**config.mk**
```make
export PLATFORM = sky130hd
export DESIGN_NAME = cache_req_frontend_flat
export DESIGN_NICKNAME = d
export VERILOG_FILES = /design/src/rtl/cache_req_frontend_if.sv /design/src/rtl/cache_req_frontend.sv /design/src/flat_wrapper.sv
export SDC_FILE = /design/constraint.sdc
export NUM_CORES = 1
export LEC_CHECK = 0
export ABC_AREA = 1
export BUFFER_PORTS_ARGS = -buffer_cell sky130_fd_sc_hd__buf_2
export CORE_AREA = 2 2 218 220
export CTS_BUF_LIST = sky130_fd_sc_hd__clkbuf_8 sky130_fd_sc_hd__clkbuf_16
export CTS_CLUSTER_DIAMETER = 80
export DETAILED_ROUTE_END_ITERATION = 8
export DIE_AREA = 0 0 220 222
export SLEW_MARGIN = 20
export SYNTH_ARGS = -nofsm -noshare
export SYNTH_HDL_FRONTEND = slang
export SYNTH_SLANG_ARGS = --single-unit
```
**constraint.sdc**
```tcl
create_clock -name clk -period 6 [get_ports clk]
set_input_delay 0.6 -clock clk [delete_from_list [all_inputs] [get_ports clk]]
set_output_delay 0.6 -clock clk [all_outputs]
set_load 0.02 [all_outputs]
```
**src/rtl/cache_req_frontend_if.sv**
```systemverilog
// ---------------------------------------------------------------------------
// cache_req_frontend_if
// Purpose : CPU-side request/response handshake bundle for cache_req_frontend.
// Signals : req_valid/req_ready/req_write/req_addr/req_wdata   (request)
//           rsp_valid/rsp_ready/rsp_write/rsp_hit/rsp_rdata    (response)
// Modports: master = CPU side, slave = frontend side.
// ---------------------------------------------------------------------------
interface cache_req_frontend_if #(
    parameter int unsigned ADDR_W = 32,
    parameter int unsigned DATA_W = 32
);
    logic              req_valid;
    logic              req_ready;
    logic              req_write;
    logic [ADDR_W-1:0] req_addr;
    logic [DATA_W-1:0] req_wdata;

    logic              rsp_valid;
    logic              rsp_ready;
    logic              rsp_write;
    logic              rsp_hit;
    logic [DATA_W-1:0] rsp_rdata;

    modport master (
        output req_valid, req_write, req_addr, req_wdata, rsp_ready,
        input  req_ready, rsp_valid, rsp_write, rsp_hit, rsp_rdata
    );

    modport slave (
        input  req_valid, req_write, req_addr, req_wdata, rsp_ready,
        output req_ready, rsp_valid, rsp_write, rsp_hit, rsp_rdata
    );
endinterface

```
**src/rtl/cache_req_frontend.sv**
```systemverilog
// ---------------------------------------------------------------------------
// cache_req_frontend
// Purpose : Buffers CPU requests in a FIFO and issues them one at a time to the
//           downstream 2-way cache, returning hit/read data as a valid/ready
//           response. One request in flight; responses in acceptance order.
// Ports   : clk, rst (synchronous, active-high)
//           cpu               CPU request/response bundle (slave modport)
//           q_count           FIFO occupancy
//           cache_read_en/cache_write_en/cache_address/cache_write_data
//                             issue port to the cache
//           cache_read_data   registered read data from the cache
//           cache_hit         combinational hit from the cache
//           stat_reads/stat_writes/stat_hits  statistics counters
// Config  : CACHE_REQ_STATS_EN enables saturating statistics counters;
//           otherwise the stat_* ports are tied to 0.
// ---------------------------------------------------------------------------
module cache_req_frontend #(
    parameter int unsigned DEPTH  = 4,
    parameter int unsigned ADDR_W = 32,
    parameter int unsigned DATA_W = 32,
    parameter int unsigned STAT_W = 16
) (
    input  logic                   clk,
    input  logic                   rst,
    cache_req_frontend_if.slave    cpu,
    output logic [$clog2(DEPTH):0] q_count,
    output logic                   cache_read_en,
    output logic                   cache_write_en,
    output logic [ADDR_W-1:0]      cache_address,
    output logic [DATA_W-1:0]      cache_write_data,
    input  logic [DATA_W-1:0]      cache_read_data,
    input  logic                   cache_hit,
    output logic [STAT_W-1:0]      stat_reads,
    output logic [STAT_W-1:0]      stat_writes,
    output logic [STAT_W-1:0]      stat_hits
);
    localparam int unsigned PTR_W = $clog2(DEPTH);
    localparam int unsigned CNT_W = PTR_W + 1;

    typedef struct packed {
        logic              wr;
        logic [ADDR_W-1:0] addr;
        logic [DATA_W-1:0] wdata;
    } req_t;

    typedef enum logic [1:0] {
        IDLE    = 2'd0,
        ISSUE   = 2'd1,
        CAPTURE = 2'd2,
        RESP    = 2'd3
    } state_t;

    state_t            state;
    req_t              fifo_mem [DEPTH];
    logic [PTR_W-1:0]  wr_ptr;
    logic [PTR_W-1:0]  rd_ptr;
    logic              issue_wr;

    logic              rsp_valid_q;
    logic              rsp_write_q;
    logic              rsp_hit_q;
    logic [DATA_W-1:0] rsp_rdata_q;

    logic              full_c;
    logic              empty_c;
    logic              push_c;
    logic              pop_c;
    req_t              head_c;

    assign full_c  = (q_count == CNT_W'(DEPTH));
    assign empty_c = (q_count == '0);
    assign push_c  = cpu.req_valid && !full_c;
    // Head leaves the FIFO when the issue slot frees up: from IDLE, or as the
    // current response is accepted.
    assign pop_c   = !empty_c &&
                     ((state == IDLE) || ((state == RESP) && cpu.rsp_ready));
    assign head_c  = fifo_mem[rd_ptr];

    assign cpu.req_ready = !full_c;
    assign cpu.rsp_valid = rsp_valid_q;
    assign cpu.rsp_write = rsp_write_q;
    assign cpu.rsp_hit   = rsp_hit_q;
    assign cpu.rsp_rdata = rsp_rdata_q;

    // FIFO storage (no reset needed; validity is tracked by q_count).
    always_ff @(posedge clk) begin
        if (push_c) begin
            fifo_mem[wr_ptr] <= '{wr: cpu.req_write, addr: cpu.req_addr,
                                  wdata: cpu.req_wdata};
        end
    end

    // FIFO pointers and occupancy; pointers wrap naturally (DEPTH is 2^n).
    always_ff @(posedge clk) begin
        if (rst) begin
            wr_ptr  <= '0;
            rd_ptr  <= '0;
            q_count <= '0;
        end else begin
            if (push_c) wr_ptr <= wr_ptr + PTR_W'(1);
            if (pop_c)  rd_ptr <= rd_ptr + PTR_W'(1);
            case ({push_c, pop_c})
                2'b10:   q_count <= q_count + CNT_W'(1);
                2'b01:   q_count <= q_count - CNT_W'(1);
                default: q_count <= q_count;
            endcase
        end
    end

    // Issue/response sequencer with registered cache and response outputs.
    always_ff @(posedge clk) begin
        if (rst) begin
            state            <= IDLE;
            issue_wr         <= 1'b0;
            cache_read_en    <= 1'b0;
            cache_write_en   <= 1'b0;
            cache_address    <= '0;
            cache_write_data <= '0;
            rsp_valid_q      <= 1'b0;
            rsp_write_q      <= 1'b0;
            rsp_hit_q        <= 1'b0;
            rsp_rdata_q      <= '0;
        end else begin
            // Loading the head is shared by the IDLE and RESP exits.
            if (pop_c) begin
                cache_address    <= head_c.addr;
                cache_write_data <= head_c.wdata;
                issue_wr         <= head_c.wr;
                cache_read_en    <= !head_c.wr;
                cache_write_en   <= head_c.wr;
            end

            case (state)
                IDLE: begin
                    if (pop_c) state <= ISSUE;
                end
                ISSUE: begin
                    cache_read_en  <= 1'b0;
                    cache_write_en <= 1'b0;
                    rsp_hit_q      <= cache_hit;
                    rsp_write_q    <= issue_wr;
                    state          <= CAPTURE;
                end
                CAPTURE: begin
                    rsp_rdata_q <= issue_wr ? '0 : cache_read_data;
                    rsp_valid_q <= 1'b1;
                    state       <= RESP;
                end
                RESP: begin
                    if (cpu.rsp_ready) begin
                        rsp_valid_q <= 1'b0;
                        state       <= pop_c ? ISSUE : IDLE;
                    end
                end
                default: state <= IDLE;
            endcase
        end
    end

`ifdef CACHE_REQ_STATS_EN
    // Saturating statistics, updated at the end of each ISSUE cycle.
    always_ff @(posedge clk) begin
        if (rst) begin
            stat_reads  <= '0;
            stat_writes <= '0;
            stat_hits   <= '0;
        end else if (state == ISSUE) begin
            if (issue_wr && (stat_writes != '1))
                stat_writes <= stat_writes + STAT_W'(1);
            if (!issue_wr && (stat_reads != '1))
                stat_reads <= stat_reads + STAT_W'(1);
            if (cache_hit && (stat_hits != '1))
                stat_hits <= stat_hits + STAT_W'(1);
        end
    end
`else
    assign stat_reads  = '0;
    assign stat_writes = '0;
    assign stat_hits   = '0;
`endif

endmodule

```
**src/flat_wrapper.sv**
```systemverilog
// flat-port wrapper written by rule: the top's interface ports become plain ports
module cache_req_frontend_flat 
#(
    parameter int unsigned DEPTH  = 4,
    parameter int unsigned ADDR_W = 32,
    parameter int unsigned DATA_W = 32,
    parameter int unsigned STAT_W = 16
)
  (clk, rst, q_count, cache_read_en, cache_write_en, cache_address, cache_write_data, cache_read_data, cache_hit, stat_reads, stat_writes, stat_hits, cpu_req_valid, cpu_req_write, cpu_req_addr, cpu_req_wdata, cpu_rsp_ready, cpu_req_ready, cpu_rsp_valid, cpu_rsp_write, cpu_rsp_hit, cpu_rsp_rdata);
  cache_req_frontend_if #(.ADDR_W(ADDR_W), .DATA_W(DATA_W)) cpu_i ();
  input  logic clk;
  input  logic rst;
  output logic [$clog2(DEPTH):0] q_count;
  output logic cache_read_en;
  output logic cache_write_en;
  output logic [ADDR_W-1:0] cache_address;
  output logic [DATA_W-1:0] cache_write_data;
  input  logic [DATA_W-1:0] cache_read_data;
  input  logic cache_hit;
  output logic [STAT_W-1:0] stat_reads;
  output logic [STAT_W-1:0] stat_writes;
  output logic [STAT_W-1:0] stat_hits;
  input wire logic [$bits(cpu_i.req_valid)-1:0] cpu_req_valid;
  input wire logic [$bits(cpu_i.req_write)-1:0] cpu_req_write;
  input wire logic [$bits(cpu_i.req_addr)-1:0] cpu_req_addr;
  input wire logic [$bits(cpu_i.req_wdata)-1:0] cpu_req_wdata;
  input wire logic [$bits(cpu_i.rsp_ready)-1:0] cpu_rsp_ready;
  output wire logic [$bits(cpu_i.req_ready)-1:0] cpu_req_ready;
  output wire logic [$bits(cpu_i.rsp_valid)-1:0] cpu_rsp_valid;
  output wire logic [$bits(cpu_i.rsp_write)-1:0] cpu_rsp_write;
  output wire logic [$bits(cpu_i.rsp_hit)-1:0] cpu_rsp_hit;
  output wire logic [$bits(cpu_i.rsp_rdata)-1:0] cpu_rsp_rdata;
  assign cpu_i.req_valid = cpu_req_valid;
  assign cpu_i.req_write = cpu_req_write;
  assign cpu_i.req_addr = cpu_req_addr;
  assign cpu_i.req_wdata = cpu_req_wdata;
  assign cpu_i.rsp_ready = cpu_rsp_ready;
  assign cpu_req_ready = cpu_i.req_ready;
  assign cpu_rsp_valid = cpu_i.rsp_valid;
  assign cpu_rsp_write = cpu_i.rsp_write;
  assign cpu_rsp_hit = cpu_i.rsp_hit;
  assign cpu_rsp_rdata = cpu_i.rsp_rdata;
  cache_req_frontend #(.DEPTH(DEPTH), .ADDR_W(ADDR_W), .DATA_W(DATA_W), .STAT_W(STAT_W)) u_core (.clk(clk), .rst(rst), .cpu(cpu_i), .q_count(q_count), .cache_read_en(cache_read_en), .cache_write_en(cache_write_en), .cache_address(cache_address), .cache_write_data(cache_write_data), .cache_read_data(cache_read_data), .cache_hit(cache_hit), .stat_reads(stat_reads), .stat_writes(stat_writes), .stat_hits(stat_hits));
endmodule
```
==> run_results.csv, run 1 <==
group,metric,value,unit
outcome,status,"complete, no violations",
clock_tree,ctsHtreeMaxLevel,2,
setup_path,cp.required,6.18,ns
drt,wire_per_inst,15.1,µm
floorplan,start_util,0.318,
clock_tree,postCtsSetupRepairBufs,0,
setup_path,arrival,2.85,ns
power_and_ir_drop,ir_drop,0.255,mV
drt,vias,9764,
timing,clock-skew-final,0.0127,ns
drt,drt_wl_total,33700,µm
floorplan,core_area,46300,µm²
timing,hold_violations,0,
timing,setup_violations,0,
grt,grt_pass1_vias,9364,
timing,slew_violations,0,
clock_tree,ctsHoldBuffers,0,
yosys,ys_ff_latch,373,
layout,final_common_cell,"nor2_1",
floorplan,die-width,220,µm
clock_tree,cts.sinks,373,
clock_tree,post_cts_resized,0,
setup_path,worst_setup_path_start_kind,"flop",
setup_path,crit_cells,5,
drt,vias_per_cell,4.38,
clock_tree,numCtsBuffers,42,
setup_path,crit_path_max_incr_delay,0.71,ns
drt,drt_iter0_drc,498,
layout,stdcell_count,2228,
floorplan,ios,255,
timing,tns,0,ns
setup_path,endpoint_kind,"flop",
clock_tree,cts_buffer_depth,3,
place,placed_cells,2146,
place,placed_area,16000,µm²
clock_tree,clk_pin_slew,0.06,ns
drt,drc_errors,0,
grt,overflow,0,
floorplan,die-area,48800,µm²
yosys,ys_warn_count,0,
clock_tree,clock_latency,0.55,ns
clock_tree,cts_tree,"yes",
place,dpl_worst_slack,3.14,ns
grt,grt_pass1_wl,51900,µm
floorplan,rows,79,
timing,max_freq,0.374,GHz
min_path,hold_path.class,"input port to flop",
timing,post-route-min-period,2.67,ns
setup_path,cpMostUsedCell,"nand2_1",
yosys,syn_area,14700,µm²
timing,timing.final.crit_share,0.445,
floorplan,die_h,222,µm
layout,layout.nets,1696,
yosys,yosysUniqueCellTypes,26,
setup_path,crit_type,"flop to flop",
layout,area_growth,18.8,%
yosys,syn_area_per_cell,10.5,µm²
place,routabilityCongestion,0.734,
yosys,synth_seq_area_share,0.685,
layout,layout_common_cells,"nor2_1 (325), edfxtp_1 (260), buf_2 (206)",
setup_path,crit_buf_inv,1,
place,post-dp-hpwl,20400,µm
setup_path,reg2regPathDepth,5,
min_path,hold_depth,1,
flow_run,maxCapViolCount,0,
yosys,syn_inst,1403,
timing,relSlewSlack,0.282,
clock_tree,cts-root-buf,"clkbuf_16",
grt,antenna_found_initial,7,
timing,rsz0062_at_grt,"no",
setup_path,worst-path-max-fanout,47,
setup_path,slowest_stage,"buf_4",
grt,grt_start_max_net_pins,131,
setup_path,critPathTopFamily,"simple AND/OR/NAND/NOR gates",
timing,tightest_slew,1.08,ns
setup_path,crit_chain,"nor2_2 > nand2_1 > nand2_1 > nor2_4 > buf_4",
timing,timing.final.ws_setup,3.33,ns
layout,drive_gt1_frac,0.182,
place,portBuffers,206,
power_and_ir_drop,power_density,475,nW/µm²
power_and_ir_drop,p_leak,7.01,nW
drt,antenna_left,0,
drt,firstDrtPassIters,5,
layout,fin_area,17500,µm²
grt,grt_use_total,0.136,
==> sequential cells by signal, summed over array words and instances, names as in the netlist, named ones only <==
| register | flops |
|---|---|
| u_core.cache_address | 32 |
| u_core.cache_read_en | 1 |
| u_core.cache_write_data | 32 |
| u_core.cache_write_en | 1 |
| u_core.cpu.rsp_hit | 1 |
| u_core.cpu.rsp_rdata | 32 |
| u_core.cpu.rsp_valid | 1 |
| u_core.cpu.rsp_write | 1 |
| u_core.fifo_mem | 260 |
| u_core.issue_wr | 1 |
| u_core.q_count | 3 |
| u_core.rd_ptr | 2 |
| u_core.state | 2 |
| u_core.wr_ptr | 2 |
==> through the flow <==
stage	power [mW]	utilization	hold slack (ns)
after floorplan	5.16	-	0.445
after global placement	5.75	0.346	0.449
after detailed placement	5.80	0.346	0.455
after CTS	8.45	0.377	0.219
after global routing	8.86	0.378	0.234
final	8.31	0.378	0.259
==> worst reg2reg max path, cell delays in order, from the launching register on <==
cell     delay [ns]
dfxtp_1        0.38
nor2_2         0.10
nand2_1        0.10
nand2_1        0.36
nor2_4         0.64
buf_4          0.71
==> layout make-up <==
cell class	instances	area, µm²
fill	4543	28800
sequential	373	10100
multi-input combinational	861	3750
clock buffer	47	1140
timing repair buffer	215	1100
tap	607	759
inverter	90	347
clock inverter	31	290
antenna	4	10.0
==> synthesized netlist by cell type <==
library cell	number	area, µm²
or2_2	1	6.26
nor3_1	1	5.00
a21oi_1	44	220
buf_4	59	443
clkbuf_2	3	15.0
inv_2	5	18.8
inv_1	85	319
o21ai_0	168	841
buf_2	30	150
edfxtp_1	260	7810
nor2_1	329	1230
buf_1	3	11.3
nand3_1	37	185
o21ai_1	32	160
a21boi_1	1	7.51
clkbuf_1	27	101
fa_1	1	20.0
buf_6	4	45.0
o21ai_2	1	8.76
ha_1	10	125
nand2_1	185	694
xor2_1	1	8.76
dfxtp_1	113	2260
o211ai_1	1	7.51
conb_1	1	3.75
nor2_2	1	6.26
==> final timing paths <==
kind	from	endpoint	slack [ns]
hold / removal	cpu_req_wdata[1]	u_core.fifo_mem[1][1]$_DFFE_PP_	0.26
setup reg to reg	u_core.q_count[1]$_SDFFE_PP0P_	u_core.fifo_mem[1][56]$_DFFE_PP_	3.33
hold reg to reg	u_core.cpu.rsp_rdata[31]$_SDFFE_PP0P_	u_core.cpu.rsp_rdata[31]$_SDFFE_PP0P_	0.46
setup / recovery	u_core.q_count[1]$_SDFFE_PP0P_	u_core.fifo_mem[1][56]$_DFFE_PP_	3.33
==> per-layer routing <==
layer  share of wire  up-vias  GRT usage
met5          0.0012        -          0
met4           0.022        6     0.0485
met3           0.054       53     0.0305
met2            0.48      235      0.229
met1            0.44     4550      0.172
li1                -     4920          -
==> where the power goes <==
group / switching [mW] / leakage [nW] / total, mW / internal (mW)
Clock: 1.03 / 0.747 / 2.61 / 1.59
Combinational: 1.64 / 2.95 / 2.34 / 0.699
Sequential: 0.183 / 3.31 / 3.36 / 3.18
Total: 2.85 / 7.01 / 8.31 / 5.46
==> cell families after synthesis <==
| group | synth area share |
|---|---|
| adders and majority gates | 0.00987 |
| xor gates and xnor gates | 0.000596 |
| other | 0.000255 |
| AOI/OAI and AO/OA | 0.0846 |
| buffers and inverters | 0.0750 |
| DFF | 0.685 |
| and+or+nand+nor | 0.145 |
Note: power is estimated with default switching activity, not from simulation.
==> inputs of run 2 (changes only) <==
Clock period 6 ns to 2.5 ns, I/O delays scaled along.
==> run 2 against run 1 <==
Effect of this change: clock power grew 120%; clock-buffer cell count unchanged; via count increased by 5.8%; cell count is 4.6% higher.
==> run_results.csv, run 2 (same netlist as run 1, synthesis figures left out) <==
group,metric,value,unit
timing,timing.final.ws_setup,0.445,ns
clock_tree,postCtsSetupRepairBufs,0,
drt,vias,10328,
setup_path,crit_chain,"ha_1 > nand2_1 > inv_2 > o21ai_4 > inv_2 > ha_1 > inv_1 > fa_1 > nand2_1 > nand3_1 > o21ai_0 > a21oi_1",
floorplan,core_area,46300,µm²
place,placed_area,16300,µm²
drt,wl_met2,16600,µm
layout,top_register,"u_core.fifo_mem",
floorplan,start_util,0.318,
setup_path,worst-path-max-fanout,5,
min_path,hold_path.class,"input port to flop",
setup_path,cp.required,2.92,ns
setup_path,critPathTopFamily,"adder cells",
timing,hold_violations,0,
setup_path,slowest_stage,"dfxtp_1",
flow_run,maxCapViolCount,0,
power_and_ir_drop,combinationalPowerShare,0.305,
place,portBuffers,206,
grt,grt_pass1_vias,9859,
drt,wl_met1,15300,µm
power_and_ir_drop,p_leak,7.46,nW
grt,grt_pass1_wl,53400,µm
clock_tree,cts-root-buf,"clkbuf_16",
place,post-dp-hpwl,19700,µm
setup_path,arrival,2.48,ns
floorplan,die_h,222,µm
place,dpl_worst_slack,0.472,ns
power_and_ir_drop,netSwitchingPower,6.80,mW
drt,vias_per_cell,4.43,
timing,timing.final.crit_share,0.822,
clock_tree,post_cts_resized,0,
grt,grt_use_total,0.139,
timing,setup_violations,0,
power_and_ir_drop,ir_drop,0.853,mV
clock_tree,cts_tree,"yes",
layout,area_growth,25.9,%
layout,fin_area,18500,µm²
drt,wl_met3,1790,µm
floorplan,die-width,220,µm
drt,top_layer_used,"met4",
layout,final_common_cell,"nor2_1",
clock_tree,clock_latency,0.53,ns
layout,fin_util,0.400,
drt,drt_iter0_drc,617,
power_and_ir_drop,p_int,12.9,mW
clock_tree,numCtsBuffers,41,
drt,drc_errors,0,
timing,post-route-min-period,2.06,ns
timing,slew_violations,0,
timing,rsz0062_at_grt,"no",
power_and_ir_drop,p_total,19.7,mW
drt,firstDrtPassIters,7,
layout,largest_reg_flops,260,
setup_path,worst_setup_path_start_kind,"flop",
power_and_ir_drop,swShare,0.345,
place,routabilityCongestion,0.751,
layout,drive_gt1_frac,0.173,
grt,overflow,0,
drt,antenna_left,0,
power_and_ir_drop,clock_power_share,0.289,
outcome,status,"complete, no violations",
layout,fillers,4465,
timing,tns,0,ns
power_and_ir_drop,power_density,1060,nW/µm²
setup_path,crit_path_max_incr_delay,0.40,ns
drt,wire_per_inst,14.7,µm
timing,max_freq,0.487,GHz
layout,layout_common_cells,"nor2_1 (325), edfxtp_1 (260), buf_2 (206)",
timing,tightest_slew,0.953,ns
timing,clock-skew-final,0.0105,ns
clock_tree,cts.sinks,373,
drt,drt_wl_total,34400,µm
grt,grt_start_max_net_pins,134,
setup_path,crit_type,"flop to flop",
timing,relSlewSlack,0.364,
setup_path,crit_buf_inv,3,
setup_path,endpoint_kind,"flop",
clock_tree,ctsHtreeMaxLevel,2,
floorplan,rows,79,
clock_tree,cts_buffer_depth,3,
power_and_ir_drop,seq_power_share,0.406,
clock_tree,ctsHoldBuffers,98,
layout,seqCellArea,10100,µm²
grt,antenna_found_initial,0,
layout,multi_input_area,3750,µm²
clock_tree,clk_pin_slew,0.06,ns
layout,num_antenna_cells,0,
floorplan,die-area,48800,µm²
layout,layout.nets,1808,
floorplan,ios,255,
run 2: power groups by stage:
stage / logic (mW) / registers, mW / clock network (mW)
after floorplan: 3.68 / 8.69 / 0
after global placement: 5.88 / 8.10 / 0
after detailed placement: 5.98 / 8.13 / 0
after CTS: 6.14 / 8.01 / 5.86
after global routing: 6.85 / 8.09 / 6.09
final: 6.00 / 8.00 / 5.70
run 2: per-stage QoR:
stage | std cells | hold WS, ns
after floorplan | 1450 | 0.349
after global placement | 2161 | 0.448
after detailed placement | 2161 | 0.455
after CTS | 2331 | 0.00504
after global routing | 2331 | 0.0356
final | 2331 | 0.0453
run 2: cell type report:
type,count,area share
Multi-Input combinational cell,861,0.202
Clock buffer,47,0.0599
Inverter,90,0.0186
Clock inverter,25,0.00872
Timing Repair Buffer,328,0.125
Tap cell,607,0.0410
Sequential cell,373,0.544
run 2: path summary, 6_finish.rpt:
kind / start / end / slack [ns] / cells past startpoint
setup / recovery: u_core.state[0]$_SDFFE_PP0P_ / u_core.q_count[2]$_SDFFE_PP0P_ / 0.44 / 12
hold reg to reg: u_core.cpu.rsp_rdata[19]$_SDFFE_PP0P_ / u_core.cpu.rsp_rdata[19]$_SDFFE_PP0P_ / 0.46 / 2
setup reg to reg: u_core.state[0]$_SDFFE_PP0P_ / u_core.q_count[2]$_SDFFE_PP0P_ / 0.44 / 12
hold / removal: cache_read_data[2] / u_core.cpu.rsp_rdata[2]$_SDFFE_PP0P_ / 0.05 / 3
run 2: tightest hold or removal path, delay by kind of cell:
kind | cells | cell delay (ns)
buffers and inverters | 1 | 0.10
AO/OA/AOI/OAI | 1 | 0.08
AND/OR/NAND/NOR | 1 | 0.10
run 2: per-layer routing:
layer / up-vias / GRT usage
met4: 0 / 0.0407
li1: 5137 / -
met3: 58 / 0.0300
met5: - / 0
met2: 252 / 0.236
met1: 4881 / 0.176
